<file path="src/rtl/chip_pkg.sv">
// Shared definitions for the controller-side byte packer: FSM states,
// the marker default and the header byte layout.
package chip_pkg;

    typedef enum logic [2:0] {
        ST_IDLE  = 3'd0,
        ST_LATCH = 3'd1,
        ST_HDR   = 3'd2,
        ST_B3    = 3'd3,
        ST_B2    = 3'd4,
        ST_B1    = 3'd5,
        ST_B0    = 3'd6,
        ST_ACK   = 3'd7
    } state_t;

    localparam logic [31:0] MARKER_DEFAULT = 32'h1010_1010;

    // Header layout: {px[1:0], mk, idx[2:0], sync[1:0]}
    localparam int          HDR_PX_LSB  = 6;
    localparam int          HDR_MK_BIT  = 5;
    localparam int          HDR_IDX_LSB = 2;
    localparam logic [1:0]  HDR_SYNC    = 2'b10;

    function automatic logic [7:0] make_header(input logic [1:0] px,
                                               input logic       mk,
                                               input logic [2:0] idx);
        logic [7:0] h;
        h                     = '0;
        h[HDR_PX_LSB +: 2]    = px;
        h[HDR_MK_BIT]         = mk;
        h[HDR_IDX_LSB +: 3]   = idx;
        h[1:0]                = HDR_SYNC;
        return h;
    endfunction

endpackage

</file>
<file path="src/rtl/edge_fall_det.sv">
// Falling-edge detector: registers the input and flags a 1->0 transition.
// RST_VAL sets the assumed previous level, so a low input out of reset with
// RST_VAL=0 is never reported as a fall.
module edge_fall_det #(
    parameter bit RST_VAL = 1'b0
) (
    input  logic clk,
    input  logic rst,
    input  logic d,
    output logic fall
);

    logic d_q;

    always_ff @(posedge clk or posedge rst) begin
        if (rst) d_q <= RST_VAL;
        else     d_q <= d;
    end

    assign fall = d_q & ~d;

endmodule

</file>
<file path="src/rtl/sample_byte_packer.sv">
// Latches a 32-bit sample on the drdy falling edge, prepends a tag header and
// streams the bytes MSB-first over valid/ready, then pulses ack_received.
module sample_byte_packer
    import chip_pkg::*;
#(
    parameter bit          HEADER_EN = 1'b1,
    parameter int          NUM_SAMP  = 5,
    parameter int          ACK_LEN   = 2,
    parameter logic [31:0] MARKER    = MARKER_DEFAULT
) (
    input  logic        clk,
    input  logic        rst,
    input  logic [31:0] sample_in,
    input  logic        drdy,
    input  logic [1:0]  px_addr,
    output logic        ack_received,
    output logic [7:0]  tx_byte,
    output logic        tx_valid,
    input  logic        tx_ready,
    output logic        overrun,
    output logic        busy
);

    localparam int AW = (ACK_LEN > 1) ? $clog2(ACK_LEN) : 1;

    // Handshake: a byte moves when tx_valid and tx_ready are both high at a
    // rising edge; tx_valid and tx_byte hold steady until that happens.

    state_t          state;
    logic [31:0]     samp_r;
    logic [1:0]      px_r;
    logic [2:0]      idx;
    logic [AW-1:0]   ack_cnt;
    logic            fall;
    logic            mk_now;
    logic [2:0]      idx_use;
    logic [2:0]      idx_next;
    logic [7:0]      hdr_byte;

    edge_fall_det #(.RST_VAL(1'b0)) u_drdy_fall (
        .clk  (clk),
        .rst  (rst),
        .d    (drdy),
        .fall (fall)
    );

    // Markers report idx 0 and leave the running index alone; a pixel change
    // restarts the index before it is used.
    always_comb begin
        mk_now   = (sample_in == MARKER);
        idx_use  = (mk_now || (px_addr != px_r)) ? 3'd0 : idx;
        idx_next = (idx_use == 3'(NUM_SAMP - 1)) ? 3'd0 : idx_use + 3'd1;
        hdr_byte = make_header(px_addr, mk_now, idx_use);
    end

    always_ff @(posedge clk or posedge rst) begin
        if (rst) begin
            state        <= ST_IDLE;
            samp_r       <= '0;
            px_r         <= '0;
            idx          <= '0;
            ack_cnt      <= '0;
            tx_byte      <= '0;
            tx_valid     <= 1'b0;
            ack_received <= 1'b0;
            busy         <= 1'b0;
            overrun      <= 1'b0;
        end else begin
            if (fall && state != ST_IDLE) overrun <= 1'b1;
            case (state)
                ST_IDLE: begin
                    if (fall) begin
                        state <= ST_LATCH;
                        busy  <= 1'b1;
                    end
                end
                ST_LATCH: begin
                    samp_r   <= sample_in;
                    px_r     <= px_addr;
                    if (!mk_now) idx <= idx_next;
                    tx_valid <= 1'b1;
                    if (HEADER_EN) begin
                        state   <= ST_HDR;
                        tx_byte <= hdr_byte;
                    end else begin
                        state   <= ST_B3;
                        tx_byte <= sample_in[31:24];
                    end
                end
                ST_HDR: if (tx_ready) begin
                    state   <= ST_B3;
                    tx_byte <= samp_r[31:24];
                end
                ST_B3: if (tx_ready) begin
                    state   <= ST_B2;
                    tx_byte <= samp_r[23:16];
                end
                ST_B2: if (tx_ready) begin
                    state   <= ST_B1;
                    tx_byte <= samp_r[15:8];
                end
                ST_B1: if (tx_ready) begin
                    state   <= ST_B0;
                    tx_byte <= samp_r[7:0];
                end
                ST_B0: if (tx_ready) begin
                    state        <= ST_ACK;
                    tx_byte      <= '0;
                    tx_valid     <= 1'b0;
                    ack_received <= 1'b1;
                    ack_cnt      <= '0;
                end
                ST_ACK: begin
                    if (ack_cnt == AW'(ACK_LEN - 1)) begin
                        state        <= ST_IDLE;
                        ack_received <= 1'b0;
                        busy         <= 1'b0;
                    end else begin
                        ack_cnt <= ack_cnt + 1'b1;
                    end
                end
                default: state <= ST_IDLE;
            endcase
        end
    end

endmodule

</file>
<file path="config.mk">
export PLATFORM = sky130hd
export DESIGN_NAME = sample_byte_packer
export DESIGN_NICKNAME = d
export VERILOG_FILES = /design/src/rtl/chip_pkg.sv /design/src/rtl/edge_fall_det.sv /design/src/rtl/sample_byte_packer.sv
export SDC_FILE = /design/constraint.sdc
export NUM_CORES = 1
export LEC_CHECK = 0
export ABC_AREA = 1
export BUFFER_PORTS_ARGS = -buffer_cell sky130_fd_sc_hd__buf_4
export CAP_MARGIN = 10
export CORE_MARGIN = 8
export CORE_UTILIZATION = 30
export DETAILED_ROUTE_END_ITERATION = 7
export GPL_TIMING_DRIVEN = 0
export PLACE_DENSITY = 0.53
export SETUP_SLACK_MARGIN = 0.05
export SLEW_MARGIN = 10
export SYNTH_ARGS = -nofsm -noshare
export SYNTH_HDL_FRONTEND = slang
export SYNTH_SLANG_ARGS = --single-unit
</file>
<file path="constraint.sdc">
create_clock -name clk -period 2.2 [get_ports clk]
set_input_delay 0.11 -clock clk [delete_from_list [all_inputs] [get_ports clk]]
set_output_delay 0.11 -clock clk [all_outputs]
set_load 0.03 [all_outputs]
</file>
==> results of run 1 <==
area by class of cell:
class,instances,area (µm²)
repair buffers,52,408
flip-flops and latches,54,1350
multi-input cells,220,1040
well taps,108,135
fillers,921,5350
inverters,57,214
clock buffers,7,86.3
clock inverters,1,5.00
plain buffers,8,47.5
kinds of logic after synthesis:
group | share of synthesized area [%]
flip-flops | 50.9
adder cells (fa/ha/maj) | 0.942
XOR/XNOR | 0.660
buffers and inverters | 9.85
AO/OA/AOI/OAI | 13.3
AND/OR/NAND/NOR | 24.3
stage by stage:
step | setup WS (ps) | util, % | power, mW | std cells | hold WS [ps]
2_1_floorplan | 700 | - | 3.01 | 339 | 141
3_3_place_gp | -29.6 | 36.6 | 3.57 | 496 | 232
3_5_place_dp | 383 | 36.8 | 3.62 | 497 | 236
4_1_cts | 470 | 38.1 | 4.20 | 507 | 3.35
5_1_grt | 338 | 38.1 | 4.53 | 507 | 13.8
6_report | 472 | 38.1 | 4.16 | 507 | 12.2
synth_stat cells (3+ instances only):
cell | count | area share, %
dfrtp_1 | 54 | 51
nor2_1 | 25 | 3.5
nand3_1 | 7 | 1.3
inv_1 | 49 | 6.9
inv_2 | 7 | 0.99
nand2_1 | 109 | 15
o21ai_0 | 31 | 5.8
a21oi_1 | 9 | 1.7
o21ai_1 | 3 | 0.57
buf_2 | 5 | 0.94
o22ai_1 | 4 | 0.94
nand2_2 | 4 | 0.94
nor2_2 | 4 | 0.94
registers in the layout, indices dropped and copies added (netlist names):
name             count
px_r                 2
idx                  3
tx_byte              8
samp_r              32
busy                 1
ack_received         1
overrun              1
state                3
u_drdy_fall.d_q      1
tx_valid             1
ack_cnt              1
report_power, final:
| part | internal [mW] | switching [mW] | total (mW) |
|---|---|---|---|
| combinational | 0.683 | 1.21 | 1.90 |
| sequential | 1.45 | 0.230 | 1.68 |
| clock | 0.255 | 0.325 | 0.581 |
| total | 2.39 | 1.77 | 4.16 |
per-layer routing:
metal | GRT usage, % | vias up | wire length (µm)
li1 | - | 1164 | -
met1 | 16.9 | 1057 | 3510
met2 | 18.4 | 43 | 3060
met3 | 1.98 | 5 | 216
met4 | 3.47 | 0 | 64
met5 | 0 | - | 0
final timing paths:
check | startpoint | slack, ps | end
setup / recovery | px_r[0]$_DFFE_PP0P_ | 470 | idx[2]$_DFFE_PP0P_
hold / removal | sample_in[4] | 10 | samp_r[4]$_DFFE_PP0P_
setup reg to reg | px_r[0]$_DFFE_PP0P_ | 470 | idx[2]$_DFFE_PP0P_
hold reg to reg | overrun$_DFFE_PP0P_ | 470 | overrun$_DFFE_PP0P_
max in group asynchronous | rst | 1190 | samp_r[7]$_DFFE_PP0P_
min in group asynchronous | rst | 440 | ack_received$_DFFE_PP0P_
what timing repair did:
action | 4_1_cts | 5_1_grt
hold buffers | 2 | 0
endpoints found under the hold margin | 27 | 0
setup buffers | 0 | 0
worst max-delay path: cells and delay by family, from the launching register on:
family	cells	cell delay (ps)
flops	1	400
xor+xnor	1	170
simple gates	7	770
buf+inv	2	120
fa+ha+maj	1	180
==> results.yml, run 1 <==
detailed_routing:
  wl_per_cell_um: 13.5
  first_pass_iters: 4
  drc: 0
  drtAntennaViolNets: 0
  routed_wl_um: 6840
  viasPerCell: 4.48
  dr_total_vias: 2269
  drt_iter0_markers: 106
timing:
  slew_headroom_pct: 57.8
  fmax_mhz: 579
  fin_crit_sh_pct: 78.5
  fin_crit_ps: 1730
  setup_viol: 0
  rsz0062_at_grt: "false"
  tightest_slew_ps: 633
  skew_ps: 3.05
  hold_viol: 0
  setup_tns_ps: 0
  maxSlewViolCount: 0
placed_design:
  place_area_um2: 3180
  port_buffers: 49
  place.gp.congestion: 0.792
  hpwl_um: 5300
yosys:
  synth_edf_count: 0
  ys_types: 35
  synthFlopType: "dfrtp_1"
  syn_nets: 379
  ys_seq_area_share_pct: 50.9
  synthCells: 339
  ys_ff_latch: 54
  avgSynthCellArea_um2: 7.83
  syn_area_um2: 2660
  async_reset_ff_share_pct: 100
  ys_warn_count: 0
clocking:
  cts_max_path_buffers: 2
  cts_tree: "yes"
  cts_max_level: 2
  clockRootBuffer: "clkbuf_8"
  cts_resized: 0
  insertion_delay_ps: 300
  cts.sinks: 54
  numCtsBuffers: 5
  cts.reportedPaths.clkPinSlew_ps: 100
floorplanning:
  die_w_um: 110
  initial_core_util_pct: 30.7
  die_h_um: 110
  rows: 34
  dieArea_um2: 12100
  core_area_um2: 8640
  pin_count: 50
cells_and_area:
  stdcell_area_um2: 3290
  drive_gt1_share_pct: 21.6
  layout_commonest_cell: "nand2_1"
  area_growth_pct: 23.9
  fin_nets: 438
  layout_common_cells: "nand2_1, dfrtp_1, buf_4"
  diodes: 0
critical_path:
  crit_arrival_ps: 1930
  cpMaxStageDelayCell: "dfrtp_1"
  cp-end-kind: "flip-flop"
  crit_path_frequent_cell: "nand2_1"
  cp_max_fo: 5
  crit_chain: "xor2_1 -> nor3_2 -> and2_1 -> nand2_1 -> inv_1 -> ha_1 -> inv_1 -> nand4_1 -> nand2_1 -> nand2_1 -> nand2_1"
  max_stage_delay_ps: 400
  worstRegToRegCells: 11
  start_kind: "flip-flop"
  crit_type: "flip-flop to flip-flop"
  crit_required_ps: 2400
pwr:
  peakVddDrop_mv: 0.335
  power_per_cell_area_nw_per_um2: 1260
  p_leak_nw: 1.72
global_route:
  grt_pass1_wl_um: 11400
  grt_max_degree: 29
  grt_antenna_before_repair: 0
  grt_pass1_vias: 2367
  track_usage_pct: 12.0
  gr-total-overflow: 0
worst_hold_path:
  holdPathStages: 3
  min_path_type: "input pin to flip-flop"
status:
  status: "complete, no violations"
flow_run:
  maxCapViolations: 0
(Power assumes the default switching activity.)
==> run 2, diff against run 1 <==
Clock period 2.2 ns to 1.7 ns, I/O delays scaled along.
==> results.yml, run 2 (same netlist as run 1, synthesis figures left out) <==
status:
  status: "complete, no violations"
placed_design:
  hpwl_um: 5300
  port_buffers: 49
  pre_cts_slack_ps: -92.5
  place.gp.congestion: 0.792
  dpl.cell_count: 497
pwr:
  p_seq_share_pct: 39.2
  switching_share_pct: 42.5
  switching_power_mw: 2.37
  power_mw: 5.58
  pwr-share-comb_pct: 47.4
  peakVddDrop_mv: 0.441
  p_leak_nw: 1.80
  p_int_mw: 3.21
  power_per_cell_area_nw_per_um2: 1600
  clkPwrFrac_pct: 13.4
detailed_routing:
  drtAntennaViolNets: 0
  first_pass_iters: 4
  wl_per_cell_um: 13.4
  drt_iter0_markers: 108
  dr_total_vias: 2359
  viasPerCell: 4.52
  drc: 0
  routed_wl_um: 7000
timing:
  fin_crit_ps: 1590
  finalWorstSetupSlack_ps: 111
  tightest_slew_ps: 635
  skew_ps: 4.40
  rsz0062_at_grt: "true"
  hold_viol: 0
  fmax_mhz: 629
  maxSlewViolCount: 0
  setup_viol: 0
  slew_headroom_pct: 57.6
  fin_crit_sh_pct: 93.4
  whs_ps: 3.61
flow_run:
  maxCapViolations: 0
cells_and_area:
  area_growth_pct: 31.4
  reg_top3: "samp_r x32, tx_byte x8"
  largest_reg_flops: 32
  layout_common_cells: "nand2_1, buf_4, dfrtp_1"
  diodes: 0
  fin_nets: 453
  stdcell_count: 522
  largest-register: "samp_r"
  layout_commonest_cell: "nand2_1"
  drive_gt1_share_pct: 24.4
  n_fill_cell: 906
global_route:
  track_usage_pct: 12.1
  grt_antenna_before_repair: 0
  grt_max_degree: 29
  grt_pass1_vias: 2431
  gr-total-overflow: 0
  grt_pass1_wl_um: 11600
critical_path:
  start_kind: "flip-flop"
  crit_arrival_ps: 1840
  cp-end-kind: "flip-flop"
  crit_required_ps: 1950
  cp_max_fo: 5
  crit_type: "flip-flop to flip-flop"
floorplanning:
  dieArea_um2: 12100
  pin_count: 50
  core_area_um2: 8640
  die_h_um: 110
  initial_core_util_pct: 30.7
  rows: 34
  die_w_um: 110
clocking:
  cts_tree: "yes"
  clockRootBuffer: "clkbuf_8"
  numCtsBuffers: 5
  cts.reportedPaths.clkPinSlew_ps: 100
  cts_max_level: 2
  cts_max_path_buffers: 2
  cts.sinks: 54
  insertion_delay_ps: 300
worst_hold_path:
  min_path_type: "input pin to flip-flop"
run 2: cell count changes in the layout (fill, tap and decap cells not counted), moves of 2 or more:
| cell | change |
|---|---|
| dlygate4sd3_1 | +11 |
| buf_4 | +4 |
| inv_1 | -3 |
| ha_1 | -2 |
| ha_4 | +2 |
| inv_2 | +2 |
| nand2_1 | -2 |
run 2: critical path, stage by stage (launching register included):
cell and delay [ps]:
dfrtp_1 400, xor2_1 150, nor3_2 100, buf_4 150, and3_4 230, inv_4 40, ha_4 140, nand4_1 110
nand2_2 80, inv_1 50, nand2_1 40, nand2_1 50
run 2: path summary, 6_finish.rpt:
path | startpoint | end | slack, ps | cells after the start
min reg2reg | overrun$_DFFE_PP0P_ | overrun$_DFFE_PP0P_ | 470 | 1
max | px_r[0]$_DFFE_PP0P_ | idx[2]$_DFFE_PP0P_ | 110 | 11
max in group asynchronous | rst | samp_r[7]$_DFFE_PP0P_ | 710 | 4
min in group asynchronous | rst | ack_received$_DFFE_PP0P_ | 420 | 3
min | sample_in[23] | samp_r[23]$_DFFE_PP0P_ | 4 | 3
max reg2reg | px_r[0]$_DFFE_PP0P_ | idx[2]$_DFFE_PP0P_ | 110 | 11
run 2: metal layers:
layer / vias to the layer above / GRT usage, % / share of wire, %
li1: 1195 / - / -
met1: 1107 / 17.0 / 49
met2: 52 / 18.9 / 46
met3: 5 / 1.98 / 4.2
met4: 0 / 3.47 / 0.84
met5: - / 0 / 0
run 2: cell type report:
class	count	area, µm²	share of cell area (%)
buffer	8	47.5	1.36
clock buffer	7	86.3	2.47
clock inverter	1	5.00	0.143
inverter	57	216	6.21
multi-input combinational	220	1100	31.5
sequential	54	1350	38.7
tap	108	135	3.87
timing repair buffer	67	548	15.7
run 2: through the flow:
stage | cell area, µm² | util (%) | TNS, ps
5_1_grt | 3490 | 40.4 | -74.7
4_1_cts | 3460 | 40.0 | 0
6_report | 3490 | 40.4 | 0
3_5_place_dp | 3180 | 36.8 | -92.5
3_3_place_gp | 3160 | 36.6 | -27200
2_1_floorplan | 2660 | - | 0
run 2: power groups by stage:
stage / Clock, mW / Sequential, mW / Combinational, mW
CTS: 0.766 / 2.18 / 2.60
finish: 0.750 / 2.19 / 2.64
global route: 0.812 / 2.26 / 3.01
detailed placement: 0 / 2.20 / 2.48
floorplan: 0 / 2.35 / 1.54
global placement: 0 / 2.20 / 2.42
run 2: repair_timing:
| action | 4_1_cts | 5_1_grt |
|---|---|---|
| resized for setup | 8 | 8 |
| hold buffers | 13 | 0 |
| buffers inserted | 3 | 1 |
| endpoints found under the hold margin | 38 | 0 |
| pin swaps | 6 | 4 |
| endpoints found under the setup margin | 2 | 6 |
==> run 3, diff against run 2 <==
Settings changed: HOLD_SLACK_MARGIN set to 0.03.
Clock period 1.7 ns to 1.5 ns, I/O delays scaled along.
==> results.yml, run 3 (same netlist as run 1, synthesis figures left out) <==
cells_and_area:
  fin_nets: 467
  n_fill_cell: 891
  diodes: 0
  seqCellArea_um2: 1350
  layout_commonest_cell: "nand2_1"
  drive_gt1_share_pct: 26.9
  area_growth_pct: 38.2
  multi_input_area_um2: 1130
  reg_top3: "samp_r x32, tx_byte x8"
  post-route-util_pct: 42.5
  largest-register: "samp_r"
  largest_reg_flops: 32
  layout_common_cells: "nand2_1, buf_4, dfrtp_1"
timing:
  rsz0062_at_grt: "true"
  whs_ps: 35.7
  skew_ps: 5.45
  setup_viol: 3
  fmax_mhz: 633
  setup_tns_ps: -156
  slew_headroom_pct: 54.4
  fin_crit_ps: 1580
  finalWorstSetupSlack_ps: -78.7
  maxSlewViolCount: 0
  fin_crit_sh_pct: 105
  hold_viol: 0
  tightest_slew_ps: 683
floorplanning:
  die_w_um: 110
  dieArea_um2: 12100
  initial_core_util_pct: 30.7
  pin_count: 50
  core_area_um2: 8640
  die_h_um: 110
  rows: 34
worst_hold_path:
  holdPathStages: 3
  min_path_type: "input pin to flip-flop"
detailed_routing:
  drc: 0
  viasPerCell: 4.50
  drtAntennaViolNets: 0
  first_pass_iters: 4
  routed_wl_um: 7200
  dr_total_vias: 2413
  drt_iter0_markers: 124
  wl_per_cell_um: 13.4
pwr:
  peakVddDrop_mv: 0.642
  power_per_cell_area_nw_per_um2: 1810
  p_leak_nw: 1.88
placed_design:
  pre_cts_slack_ps: -283
  hpwl_um: 5260
  port_buffers: 49
  place.gp.congestion: 0.798
critical_path:
  cp-end-kind: "flip-flop"
  max_stage_delay_ps: 400
  endpoint: "idx[2]$_DFFE_PP0P_"
  cp_max_fo: 3
  cpMaxStageDelayCell: "dfrtp_1"
  reg2reg_to: "idx[2]$_DFFE_PP0P_"
  worstRegToRegCells: 10
  crit_required_ps: 1750
  crit_type: "flip-flop to flip-flop"
  start_kind: "flip-flop"
  r2r_slack_ps: -80
  crit_path_frequent_cell: "nand2_1"
  reg2reg_from: "px_r[0]$_DFFE_PP0P_"
  critPathLaunch: "px_r[0]$_DFFE_PP0P_"
  crit_chain: "xor2_1 -> nor3_4 -> and3_4 -> inv_4 -> ha_4 -> nand4_1 -> nand2_1 -> inv_1 -> nand2_1 -> nand2_1"
  crit_arrival_ps: 1830
flow_run:
  maxCapViolations: 0
clocking:
  clockRootBuffer: "clkbuf_8"
  cts.sinks: 54
  cts_max_level: 2
  insertion_delay_ps: 310
  numCtsBuffers: 5
  cts_max_path_buffers: 2
  cts.reportedPaths.clkPinSlew_ps: 90
  cts_tree: "yes"
status:
  violations: "negative setup slack"
  status: "finished with violations"
global_route:
  grt_max_degree: 32
  gr-total-overflow: 0
  grt_pass1_wl_um: 12000
  grt_antenna_before_repair: 0
  track_usage_pct: 12.6
  grt_pass1_vias: 2448
run 3: critical path: cells and delay by family, from the launching register on:
family / cells / cell delay [ps]
adder cells (fa/ha/maj): 1 / 150
flip-flops: 1 / 400
XOR/XNOR: 1 / 170
buffers and inverters: 2 / 110
AND/OR/NAND/NOR: 6 / 700
run 3: cell type report:
cell class,instances,area share (%)
Sequential cell,54,36.8
Multi-Input combinational cell,220,30.7
Timing Repair Buffer,81,18.7
Inverter,57,5.90
Tap cell,108,3.68
Clock buffer,7,2.35
Buffer,8,1.71
Clock inverter,1,0.136
run 3: power breakdown:
part | internal [mW] | switching [mW]
Combinational | 1.36 | 1.95
Sequential | 2.13 | 0.362
Clock | 0.374 | 0.476
Total | 3.87 | 2.79
run 3: per-layer routing:
metal | track usage (%) | wire [µm] | vias to the layer above
li1 | - | - | 1225
met1 | 17.3 | 3590 | 1126
met2 | 19.4 | 3180 | 57
met3 | 2.91 | 356 | 5
met4 | 3.47 | 82 | 0
met5 | 0 | 0 | -
run 3: how the worst min path moves through the flow:
stage,endpoint,from,slack (ps)
floorplan,u_drdy_fall.d_q$_DFF_PP0_,drdy,110
global placement,u_drdy_fall.d_q$_DFF_PP0_,drdy,190
detailed placement,u_drdy_fall.d_q$_DFF_PP0_,drdy,200
CTS,px_r[1]$_DFFE_PP0P_,px_addr[1],20
global route,samp_r[16]$_DFFE_PP0P_,sample_in[16],50
finish,samp_r[10]$_DFFE_PP0P_,sample_in[10],40
run 3: stage by stage:
| step | instances | area [µm²] | total power [mW] |
|---|---|---|---|
| global placement | 496 | 3160 | 5.24 |
| global route | 536 | 3670 | 7.20 |
| detailed placement | 497 | 3180 | 5.31 |
| floorplan | 339 | 2660 | 4.41 |
| finish | 536 | 3670 | 6.66 |
| CTS | 532 | 3590 | 6.49 |
run 3: timing repair:
item / in CTS / in global routing
buffers inserted: 11 / 4
hold buffers: 18 / 0
hold endpoints to repair: 48 / 0
pin swaps: 14 / 8
resized for setup: 22 / 13
endpoints found under the setup margin: 22 / 43
